File: src/rtl/pipe_hazard_ctrl_if.sv
// Hazard-unit bus: pipeline-stage register fields in, stall/flush/forward controls out.
// The master side is the datapath; the slave side is the hazard controller.
interface pipe_hazard_ctrl_if #(
  parameter int unsigned REG_AW = 5,
  parameter int unsigned CNT_W  = 16
);
  logic [REG_AW-1:0] id_rs;
  logic [REG_AW-1:0] id_rt;
  logic              id_use_rs;
  logic              id_use_rt;
  logic              ex_regwr;
  logic              ex_memrd;
  logic [REG_AW-1:0] ex_rdes;
  logic              mem_regwr;
  logic              mem_memrd;
  logic [REG_AW-1:0] mem_rdes;
  logic              mem_ready;
  logic              br_taken;
  logic              jump_id;
  logic              irq;
  logic [1:0]        fwd_a;
  logic [1:0]        fwd_b;
  logic              stall;
  logic              mem_hold;
  logic              if_flush;
  logic              id_flush;
  logic              irq_ack;
  logic [CNT_W-1:0]  stall_cnt;
  logic [CNT_W-1:0]  flush_cnt;

  modport master (
    output id_rs, id_rt, id_use_rs, id_use_rt, ex_regwr, ex_memrd, ex_rdes,
           mem_regwr, mem_memrd, mem_rdes, mem_ready, br_taken, jump_id, irq,
    input  fwd_a, fwd_b, stall, mem_hold, if_flush, id_flush, irq_ack, stall_cnt, flush_cnt
  );

  modport slave (
    input  id_rs, id_rt, id_use_rs, id_use_rt, ex_regwr, ex_memrd, ex_rdes,
           mem_regwr, mem_memrd, mem_rdes, mem_ready, br_taken, jump_id, irq,
    output fwd_a, fwd_b, stall, mem_hold, if_flush, id_flush, irq_ack, stall_cnt, flush_cnt
  );
endinterface

File: src/rtl/pipe_hazard_ctrl.sv
// Hazard/forwarding controller for a 5-stage MIPS: load-use stall, branch/jump/IRQ flush,
// multi-cycle memory wait, registered forward selects and saturating event counters.
module pipe_hazard_ctrl #(
  parameter int unsigned REG_AW    = 5,
  parameter int unsigned CNT_W     = 16,
  parameter int unsigned IRQ_FLUSH = 1
) (
  input logic               sysclk,
  input logic               Reset_n,
  pipe_hazard_ctrl_if.slave bus
);

  localparam logic [1:0] StRun     = 2'd0;
  localparam logic [1:0] StMemWait = 2'd1;
  localparam logic [1:0] StIrqf    = 2'd2;
  localparam logic [2:0] IrqLen    = 3'(IRQ_FLUSH);

  logic [1:0]       state_q, state_d;
  logic             irq_pend_q, irq_pend_d;
  logic [2:0]       irq_cnt_q, irq_cnt_d;
  logic [1:0]       fwd_a_q, fwd_a_d;
  logic [1:0]       fwd_b_q, fwd_b_d;
  logic [CNT_W-1:0] stall_cnt_q, flush_cnt_q;

  logic load_use, mem_wait_start;
  logic stall, mem_hold, if_flush, id_flush, irq_ack;

  function automatic logic hit(input logic [REG_AW-1:0] s, input logic [REG_AW-1:0] x,
                               input logic use_x);
    return (x != '0) && use_x && (s == x);
  endfunction

  function automatic logic [1:0] fwd_sel(input logic ex_hit, input logic mem_hit);
    if (ex_hit) return 2'b10;
    if (mem_hit) return 2'b01;
    return 2'b00;
  endfunction

  assign load_use = bus.ex_memrd && bus.ex_regwr &&
                    (hit(bus.ex_rdes, bus.id_rs, bus.id_use_rs) ||
                     hit(bus.ex_rdes, bus.id_rt, bus.id_use_rt));

  // The load that first misses is already frozen in its detect cycle, not one cycle later.
  assign mem_wait_start = bus.mem_memrd && !bus.mem_ready;

  always_comb begin
    state_d    = state_q;
    irq_cnt_d  = irq_cnt_q;
    irq_pend_d = irq_pend_q | bus.irq;
    stall      = 1'b0;
    mem_hold   = 1'b0;
    if_flush   = 1'b0;
    id_flush   = 1'b0;
    irq_ack    = 1'b0;
    if (Reset_n) begin
      case (state_q)
        StRun: begin
          if (mem_wait_start) begin
            stall    = 1'b1;
            mem_hold = 1'b1;
            state_d  = StMemWait;
          end else begin
            if (bus.br_taken) begin
              if_flush = 1'b1;
              id_flush = 1'b1;
            end else if (load_use) begin
              stall    = 1'b1;
              id_flush = 1'b1;
            end else if (bus.jump_id) begin
              if_flush = 1'b1;
            end
            if (irq_pend_q && !load_use) begin
              irq_ack    = 1'b1;
              irq_pend_d = 1'b0;
              irq_cnt_d  = IrqLen;
              state_d    = StIrqf;
            end
          end
        end
        StMemWait: begin
          stall    = 1'b1;
          mem_hold = 1'b1;
          if (bus.mem_ready) state_d = StRun;
        end
        StIrqf: begin
          if_flush = 1'b1;
          id_flush = 1'b1;
          if (irq_cnt_q <= 3'd1) state_d = StRun;
          else irq_cnt_d = irq_cnt_q - 3'd1;
        end
        default: state_d = StRun;
      endcase
    end
  end

  always_comb begin
    fwd_a_d = fwd_a_q;
    fwd_b_d = fwd_b_q;
    if (!mem_hold) begin
      if (stall || id_flush) begin
        fwd_a_d = 2'b00;
        fwd_b_d = 2'b00;
      end else begin
        fwd_a_d = fwd_sel(bus.ex_regwr && hit(bus.ex_rdes, bus.id_rs, bus.id_use_rs),
                          bus.mem_regwr && hit(bus.mem_rdes, bus.id_rs, bus.id_use_rs));
        fwd_b_d = fwd_sel(bus.ex_regwr && hit(bus.ex_rdes, bus.id_rt, bus.id_use_rt),
                          bus.mem_regwr && hit(bus.mem_rdes, bus.id_rt, bus.id_use_rt));
      end
    end
  end

  always_ff @(posedge sysclk or negedge Reset_n) begin
    if (!Reset_n) begin
      state_q     <= StRun;
      irq_pend_q  <= 1'b0;
      irq_cnt_q   <= 3'd0;
      fwd_a_q     <= 2'b00;
      fwd_b_q     <= 2'b00;
      stall_cnt_q <= '0;
      flush_cnt_q <= '0;
    end else begin
      state_q    <= state_d;
      irq_pend_q <= irq_pend_d;
      irq_cnt_q  <= irq_cnt_d;
      fwd_a_q    <= fwd_a_d;
      fwd_b_q    <= fwd_b_d;
      if (stall && stall_cnt_q != '1) stall_cnt_q <= stall_cnt_q + CNT_W'(1);
      if (id_flush && flush_cnt_q != '1) flush_cnt_q <= flush_cnt_q + CNT_W'(1);
    end
  end

  assign bus.fwd_a     = fwd_a_q;
  assign bus.fwd_b     = fwd_b_q;
  assign bus.stall     = stall;
  assign bus.mem_hold  = mem_hold;
  assign bus.if_flush  = if_flush;
  assign bus.id_flush  = id_flush;
  assign bus.irq_ack   = irq_ack;
  assign bus.stall_cnt = stall_cnt_q;
  assign bus.flush_cnt = flush_cnt_q;

endmodule

File: src/flat_wrapper.sv
// flat-port wrapper written by rule: the top's interface ports become plain ports
module pipe_hazard_ctrl_flat 
#(
  parameter int unsigned REG_AW    = 5,
  parameter int unsigned CNT_W     = 16,
  parameter int unsigned IRQ_FLUSH = 1
)
  (sysclk, Reset_n, bus_id_rs, bus_id_rt, bus_id_use_rs, bus_id_use_rt, bus_ex_regwr, bus_ex_memrd, bus_ex_rdes, bus_mem_regwr, bus_mem_memrd, bus_mem_rdes, bus_mem_ready, bus_br_taken, bus_jump_id, bus_irq, bus_fwd_a, bus_fwd_b, bus_stall, bus_mem_hold, bus_if_flush, bus_id_flush, bus_irq_ack, bus_stall_cnt, bus_flush_cnt);
  pipe_hazard_ctrl_if #(.REG_AW(REG_AW), .CNT_W(CNT_W)) bus_i ();
  input logic sysclk;
  input logic Reset_n;
  input wire logic [$bits(bus_i.id_rs)-1:0] bus_id_rs;
  input wire logic [$bits(bus_i.id_rt)-1:0] bus_id_rt;
  input wire logic [$bits(bus_i.id_use_rs)-1:0] bus_id_use_rs;
  input wire logic [$bits(bus_i.id_use_rt)-1:0] bus_id_use_rt;
  input wire logic [$bits(bus_i.ex_regwr)-1:0] bus_ex_regwr;
  input wire logic [$bits(bus_i.ex_memrd)-1:0] bus_ex_memrd;
  input wire logic [$bits(bus_i.ex_rdes)-1:0] bus_ex_rdes;
  input wire logic [$bits(bus_i.mem_regwr)-1:0] bus_mem_regwr;
  input wire logic [$bits(bus_i.mem_memrd)-1:0] bus_mem_memrd;
  input wire logic [$bits(bus_i.mem_rdes)-1:0] bus_mem_rdes;
  input wire logic [$bits(bus_i.mem_ready)-1:0] bus_mem_ready;
  input wire logic [$bits(bus_i.br_taken)-1:0] bus_br_taken;
  input wire logic [$bits(bus_i.jump_id)-1:0] bus_jump_id;
  input wire logic [$bits(bus_i.irq)-1:0] bus_irq;
  output wire logic [$bits(bus_i.fwd_a)-1:0] bus_fwd_a;
  output wire logic [$bits(bus_i.fwd_b)-1:0] bus_fwd_b;
  output wire logic [$bits(bus_i.stall)-1:0] bus_stall;
  output wire logic [$bits(bus_i.mem_hold)-1:0] bus_mem_hold;
  output wire logic [$bits(bus_i.if_flush)-1:0] bus_if_flush;
  output wire logic [$bits(bus_i.id_flush)-1:0] bus_id_flush;
  output wire logic [$bits(bus_i.irq_ack)-1:0] bus_irq_ack;
  output wire logic [$bits(bus_i.stall_cnt)-1:0] bus_stall_cnt;
  output wire logic [$bits(bus_i.flush_cnt)-1:0] bus_flush_cnt;
  assign bus_i.id_rs = bus_id_rs;
  assign bus_i.id_rt = bus_id_rt;
  assign bus_i.id_use_rs = bus_id_use_rs;
  assign bus_i.id_use_rt = bus_id_use_rt;
  assign bus_i.ex_regwr = bus_ex_regwr;
  assign bus_i.ex_memrd = bus_ex_memrd;
  assign bus_i.ex_rdes = bus_ex_rdes;
  assign bus_i.mem_regwr = bus_mem_regwr;
  assign bus_i.mem_memrd = bus_mem_memrd;
  assign bus_i.mem_rdes = bus_mem_rdes;
  assign bus_i.mem_ready = bus_mem_ready;
  assign bus_i.br_taken = bus_br_taken;
  assign bus_i.jump_id = bus_jump_id;
  assign bus_i.irq = bus_irq;
  assign bus_fwd_a = bus_i.fwd_a;
  assign bus_fwd_b = bus_i.fwd_b;
  assign bus_stall = bus_i.stall;
  assign bus_mem_hold = bus_i.mem_hold;
  assign bus_if_flush = bus_i.if_flush;
  assign bus_id_flush = bus_i.id_flush;
  assign bus_irq_ack = bus_i.irq_ack;
  assign bus_stall_cnt = bus_i.stall_cnt;
  assign bus_flush_cnt = bus_i.flush_cnt;
  pipe_hazard_ctrl #(.REG_AW(REG_AW), .CNT_W(CNT_W), .IRQ_FLUSH(IRQ_FLUSH)) u_core (.sysclk(sysclk), .Reset_n(Reset_n), .bus(bus_i));
endmodule
File: config.mk
export PLATFORM = sky130hd
export DESIGN_NAME = pipe_hazard_ctrl_flat
export DESIGN_NICKNAME = d
export VERILOG_FILES = /design/src/rtl/pipe_hazard_ctrl_if.sv /design/src/rtl/pipe_hazard_ctrl.sv /design/src/flat_wrapper.sv
export SDC_FILE = /design/constraint.sdc
export NUM_CORES = 1
export LEC_CHECK = 0
export ABC_AREA = 1
export BUFFER_PORTS_ARGS = -buffer_cell sky130_fd_sc_hd__buf_2
export CORE_ASPECT_RATIO = 0.8
export CORE_UTILIZATION = 50
export CTS_CLUSTER_DIAMETER = 200
export CTS_CLUSTER_SIZE = 40
export DETAILED_ROUTE_END_ITERATION = 6
export PLACE_DENSITY_LB_ADDON = 0.05
export REMOVE_ABC_BUFFERS = 1
export SYNTH_ARGS = -nofsm -noshare
export SYNTH_HDL_FRONTEND = slang
export SYNTH_SLANG_ARGS = --single-unit
File: constraint.sdc
create_clock -name sysclk -period 2.3 [get_ports sysclk]
set_clock_uncertainty 0.05 [all_clocks]
set_input_delay 0.345 -clock sysclk [delete_from_list [all_inputs] [get_ports sysclk]]
set_output_delay 0.345 -clock sysclk [all_outputs]
set_load 0.02 [all_outputs]
## Word-level counts from Yosys, hierarchy flattened

Index checks and enable logic that the tools add are counted.

- Bitwise logic cells: 1
- Muxes and demuxes: 59
- Eq/ne operators: 14
- Reduce and logical (&&, ||, !) cells: 26
- Add/sub/neg operators: 3
- $lt $le $gt $ge: 1

Operators by type and width:

| cell | number |
|---|---|
| $mux W1 | 36 |
| $add A16 B1 Y16 const B | 2 |
| $ne A16 B16 Y1 const B | 2 |
| $mux W2 | 14 |
| $eq A5 B5 Y1 | 4 |
| $logic_and A1 B1 Y1 | 16 |
| $reduce_bool A5 Y1 | 2 |
| $mux W3 | 3 |
| $pmux W1 S2 | 4 |
| $ne A2 B2 Y1 const B | 3 |
| $pmux W2 S3 | 1 |
| $pmux W3 S2 | 1 |
| $reduce_and A5 Y1 | 1 |
| $ne A2 B1 Y1 const B | 2 |
| $reduce_and A4 Y1 | 1 |
| $le A3 B1 Y1 const B | 1 |
| $ne A3 B1 Y1 const B | 1 |
| $sub A3 B1 Y3 const B | 1 |
| $eq A2 B1 Y1 const B | 1 |
| $eq A2 B2 Y1 const B | 1 |
| $logic_not A1 Y1 | 2 |
| $logic_not A2 Y1 | 1 |
| $logic_or A1 B1 Y1 | 2 |
| $reduce_bool A2 Y1 | 1 |
| $or A1 B1 Y1 | 1 |

- Output and inout bits: 41
- Bits of input ports: 32
- Flip-flop bits (word level): 42
- Word-level logic and storage cells: 111

## Depth between registers and ports, before layout

- Depth in word-level cells: 19
- Mapped depth: 15
- Mapped depth without buffers: 14

## Worst setup path before layout

Ideal clock, no wire load.

- Kind: flip-flop to flip-flop
- Start point: register u_core.flush_cnt_q[0] (netlist: u_core.bus.flush_cnt[0])
- End point: register u_core.flush_cnt_q[10] (netlist: u_core.bus.flush_cnt[10])
- Arrival: 1770 ps
- Stages on the path, launching flop included: 10
- Path buffers: 1
- Data required time: 2132 ps
- Clock period less this slack: 1938 ps
- Slack: 362 ps
- Setup time: 118 ps
- Path through: dfrtp_1 ha_1 nand3_1 nor2_1 nand2_1 nor2_2 nand4_2 clkbuf_1 nand4_1 nand2_1

- Word-level cells in the longest chain between the ends: 2
- Elaborated cells on any way between the ends: 3
- Classes of those cells: 1 x add/sub; 1 x eq/ne; 1 x reduce/logical

Ends and longest elaborated chain:

| item | RTL line | text |
|---|---|---|
| start: declaration | pipe_hazard_ctrl.sv:23 | `logic [CNT_W-1:0] stall_cnt_q, flush_cnt_q;` |
| start signal: assignment | pipe_hazard_ctrl.sv:128 | `if (id_flush && flush_cnt_q != '1) flush_cnt_q <= flush_cnt_q + CNT_W'(1);` |
| branches (longest 2 deep; another with $add A16 B1 Y16) | -- |  |

Parallel ways; which one is timed is not known.
A chain may end at the register's enable or synchronous reset.

## Final worst setup path

- Start point: input port Reset_n
- End point: output port bus_id_flush

- Word-level cells in the longest chain between the ends: 1

Ends and longest elaborated chain:

| item | RTL line | text |
|---|---|---|
| start: declaration | flat_wrapper.sv:11 | `input logic Reset_n;` |
| $mux W1 | pipe_hazard_ctrl.sv:55 | `if (Reset_n) begin` |
| end: declaration | flat_wrapper.sv:31 | `output wire logic [$bits(bus_i.id_flush)-1:0] bus_id_flush;` |

Every way passes these cells.

==> impl_results.md <==
* Status: finished clean
* CP startpoint kind: input pin
* Highest net fanout along the worst path at 19
* Arrival time worst endpoint at 1.74 ns
* Root buffer cell: clkbuf_8
* FMAX at 468 MHz
* Vias per std cell at 4.96
* Post-DP HPWL at 4.98 mm
* Gpl congestion at 0.853
* Initial antenna violation count at 0
* Pwr per Cell Area at 860 nW/um^2
* Hold Path Class: in -> async
* H-tree depth at 2
* Maximum vdd drop at 0.000540 V
* R2R depth at 10
* MaxCap Viol Count at 0
* First-pass GRT wire length at 11.1 mm
* Sequential power share at 0.352
* Slew Limit Headroom at 0.673
* Max-slew violations at 0
* Yosys cell types at 32
* R2r endpoint: u_core.bus.stall_cnt[1]$_DFFE_PN0P_
* Maximum buffer depth of the clock tree at 2
* Drt wl/cell at 11.9 um
* N_diodes at 0
* Pin count of the biggest net entering global routing at 45
* Clock transition at path regs at 0.09 ns
* Register area share after synthesis at 0.362
* Vias in the first global route at 2522
* TritonCTS Buffers at 5
* Grt ovf at 0
* Final Core Density at 0.636
* WL final at 6.53 mm
* Worst Tran Pin Value at 0.490 ns
* Die footprint at 6120 um^2
* Syn Std Cell Area at 2910 um^2
* WS Path Type: in -> out
* Fin Setup TNS at 0 ns
* Commonest cells after routing, fill and taps aside: nand2_1 (116), buf_2 (72), dfrtp_1 (42), inv_1 (40), nor2_1 (37)
* Worst setup path start: Reset_n
* Worst setup EP type: primary output
* Minimum clock period at 2.13 ns
* Syn-to-layout area delta at 21.0%
* Syn Inst Count at 390
* Die width at 87.2 um
* Layout cells sized above 1 at 0.236
* Final setup viols at 0
* Die Ht at 70.2 um
* NumNets Final at 505
* Internal at 1.76 mW
* Comb pwr share at 0.413
* Post-synthesis mux area share at 0
* Yosys reg bits at 42
* Syn avg cell area at 7.45 um^2
* CP required at 1.90 ns
* Synth warnings at 0
* Multi-input logic area at 1650 um^2
* Vias at 2719
* Fraction of the mapped netlist area in adder cells at 0.0172
* Final period utilization at 0.928
* Post-route ant nets at 0
* Leakage at 1.87 nW
* Tot GR Track Use at 0.228
* Number of port buffers at 72
* RSZ-0062 raised after global routing: no
* Switching Fraction at 0.419
* Compound-Gate Fraction of Synth Area at 0.0422
* Number of cell rows at 24
* Ports at 73
* Post-synthesis xor/xnor area fraction at 0.139
* Switching power at 1.27 mW
* Worst r2r src: u_core.bus.stall_cnt[0]$_DFFE_PN0P_
* Final Hold Viols at 0
* Clk Latency, worst-skew pair at 0.30 ns
* CTS tree: built
* Post-synthesis simple-gate area fraction at 0.369
* Worst Setup EP: bus_id_flush
* Post-CTS Setup Bufs at 0
* First-pass iteration count of the detailed router at 4
* Core area at 5530 um^2
* Starting Density at 0.526
* Commonest non-fill, non-tap cell in the layout: nand2_1
* R2R setup slack at 0.31 ns
* CTS sink cnt at 42
* Filler cell count at 508
* Storage element area at 1050 um^2
* # DRC at 0
* Largest family of logic cells by synthesized area: simple AND/OR/NAND/NOR gates
* Initial drt markers at 151
* Clock share of power at 0.235
state kept, by name, indices dropped and copies added, names as in the netlist:
signal and cells:
u_core.bus.flush_cnt 16, u_core.bus.fwd_b 2, u_core.irq_pend_q 1, u_core.bus.stall_cnt 16, u_core.bus.fwd_a 2, u_core.state_q 2
u_core.irq_cnt_q 3
worst min-delay path by stage:
stage               slack [ns]                                   to  cells after the start
floorplan              -0.0006  u_core.bus.flush_cnt[0]$_DFFE_PN0P_                      0
global placement          0.33        u_core.state_q[1]$_DFFE_PN0P_                      2
detailed placement        0.33        u_core.state_q[1]$_DFFE_PN0P_                      2
CTS                       0.09        u_core.state_q[0]$_DFFE_PN0P_                      2
global route              0.14      u_core.irq_cnt_q[2]$_DFFE_PN0P_                      2
finish                    0.09        u_core.state_q[0]$_DFFE_PN0P_                      2
per-stage QoR:
| step | cells | hold WS [ns] | instance area [um^2] | setup WS (ns) | power, mW |
|---|---|---|---|---|---|
| 2_1_floorplan | 383 | -0.000591 | 2860 | 0.288 | 1.93 |
| 3_3_place_gp | 539 | 0.333 | 3370 | 0.169 | 2.30 |
| 3_5_place_dp | 539 | 0.332 | 3370 | 0.162 | 2.32 |
| 4_1_cts | 548 | 0.0895 | 3510 | 0.169 | 3.04 |
| 5_1_grt | 548 | 0.136 | 3520 | 0.0231 | 3.23 |
| 6_report | 548 | 0.0905 | 3520 | 0.165 | 3.02 |
cell type report:
type / count / area share
well taps: 78 / 0.0278
multi-input cells: 298 / 0.469
clock buffers: 5 / 0.0196
flip-flops and latches: 42 / 0.299
inverters: 43 / 0.0466
repair buffers: 79 / 0.118
clock inverters: 3 / 0.0196
critical path, cell delays in order:
cell           delay [ns]
buf_2                0.12
dlygate4sd3_1        0.58
buf_4                0.27
nand2_1              0.17
inv_1                0.09
buf_2                0.16
kinds of logic (layout without fill, tap and decap cells):
logic type / count (synthesis) / in the layout
AND/OR/NAND/NOR: 230 / 230
buffers and inverters: 50 / 130
XOR/XNOR: 46 / 46
flip-flops: 42 / 42
AO/OA/AOI/OAI: 18 / 18
adder cells (fa/ha/maj): 4 / 4
synth_stat cells:
library cell    n  share of area
nand2_1       117           0.15
buf_2           1         0.0017
inv_2           2         0.0026
nor4_4          1         0.0073
nand3b_1        2         0.0052
inv_1          40          0.052
nand3_2         1         0.0034
inv_4           1         0.0022
nor2_2          2         0.0043
o21ai_1         4         0.0069
nor2_1         37          0.048
nand2_4         2         0.0078
nor4b_2         1         0.0052
or2_2           1         0.0022
dfrtp_1        42           0.36
a21oi_1         2         0.0034
xnor2_1        17          0.051
xor2_1         29          0.087
o21ai_2         6          0.018
buf_4           2         0.0052
nor4_1          2         0.0043
nand2_2         2         0.0043
a2111oi_2       1         0.0052
nor3_1         10          0.017
nand4_1        25          0.054
nor3_2          2         0.0069
nand3_1        23          0.040
clkbuf_1        3         0.0039
o21ai_0         5         0.0086
buf_6           1         0.0039
nand4_2         2         0.0086
ha_1            4          0.017
metal layers:
metal,track usage,up-vias,wire (um)
li1,-,1419,-
met1,0.302,1237,3130
met2,0.385,54,3090
met3,0.0402,9,228
met4,0.0601,0,76
met5,0,-,0
power groups by stage:
stage | logic (mW) | clock network, mW | registers [mW]
after global routing | 1.39 | 0.751 | 1.09
final | 1.25 | 0.710 | 1.07
after global placement | 1.22 | 0 | 1.08
after CTS | 1.25 | 0.724 | 1.06
after detailed placement | 1.24 | 0 | 1.08
after floorplan | 0.735 | 0 | 1.19
timing repair:
action / 4_1_cts / 5_1_grt
hold buffers: 1 / 0
gates resized for setup: 0 / 1
hold endpoints to repair: 4 / 0
setup endpoints to repair: 0 / 1
Power figures use the tool's default switching activity.
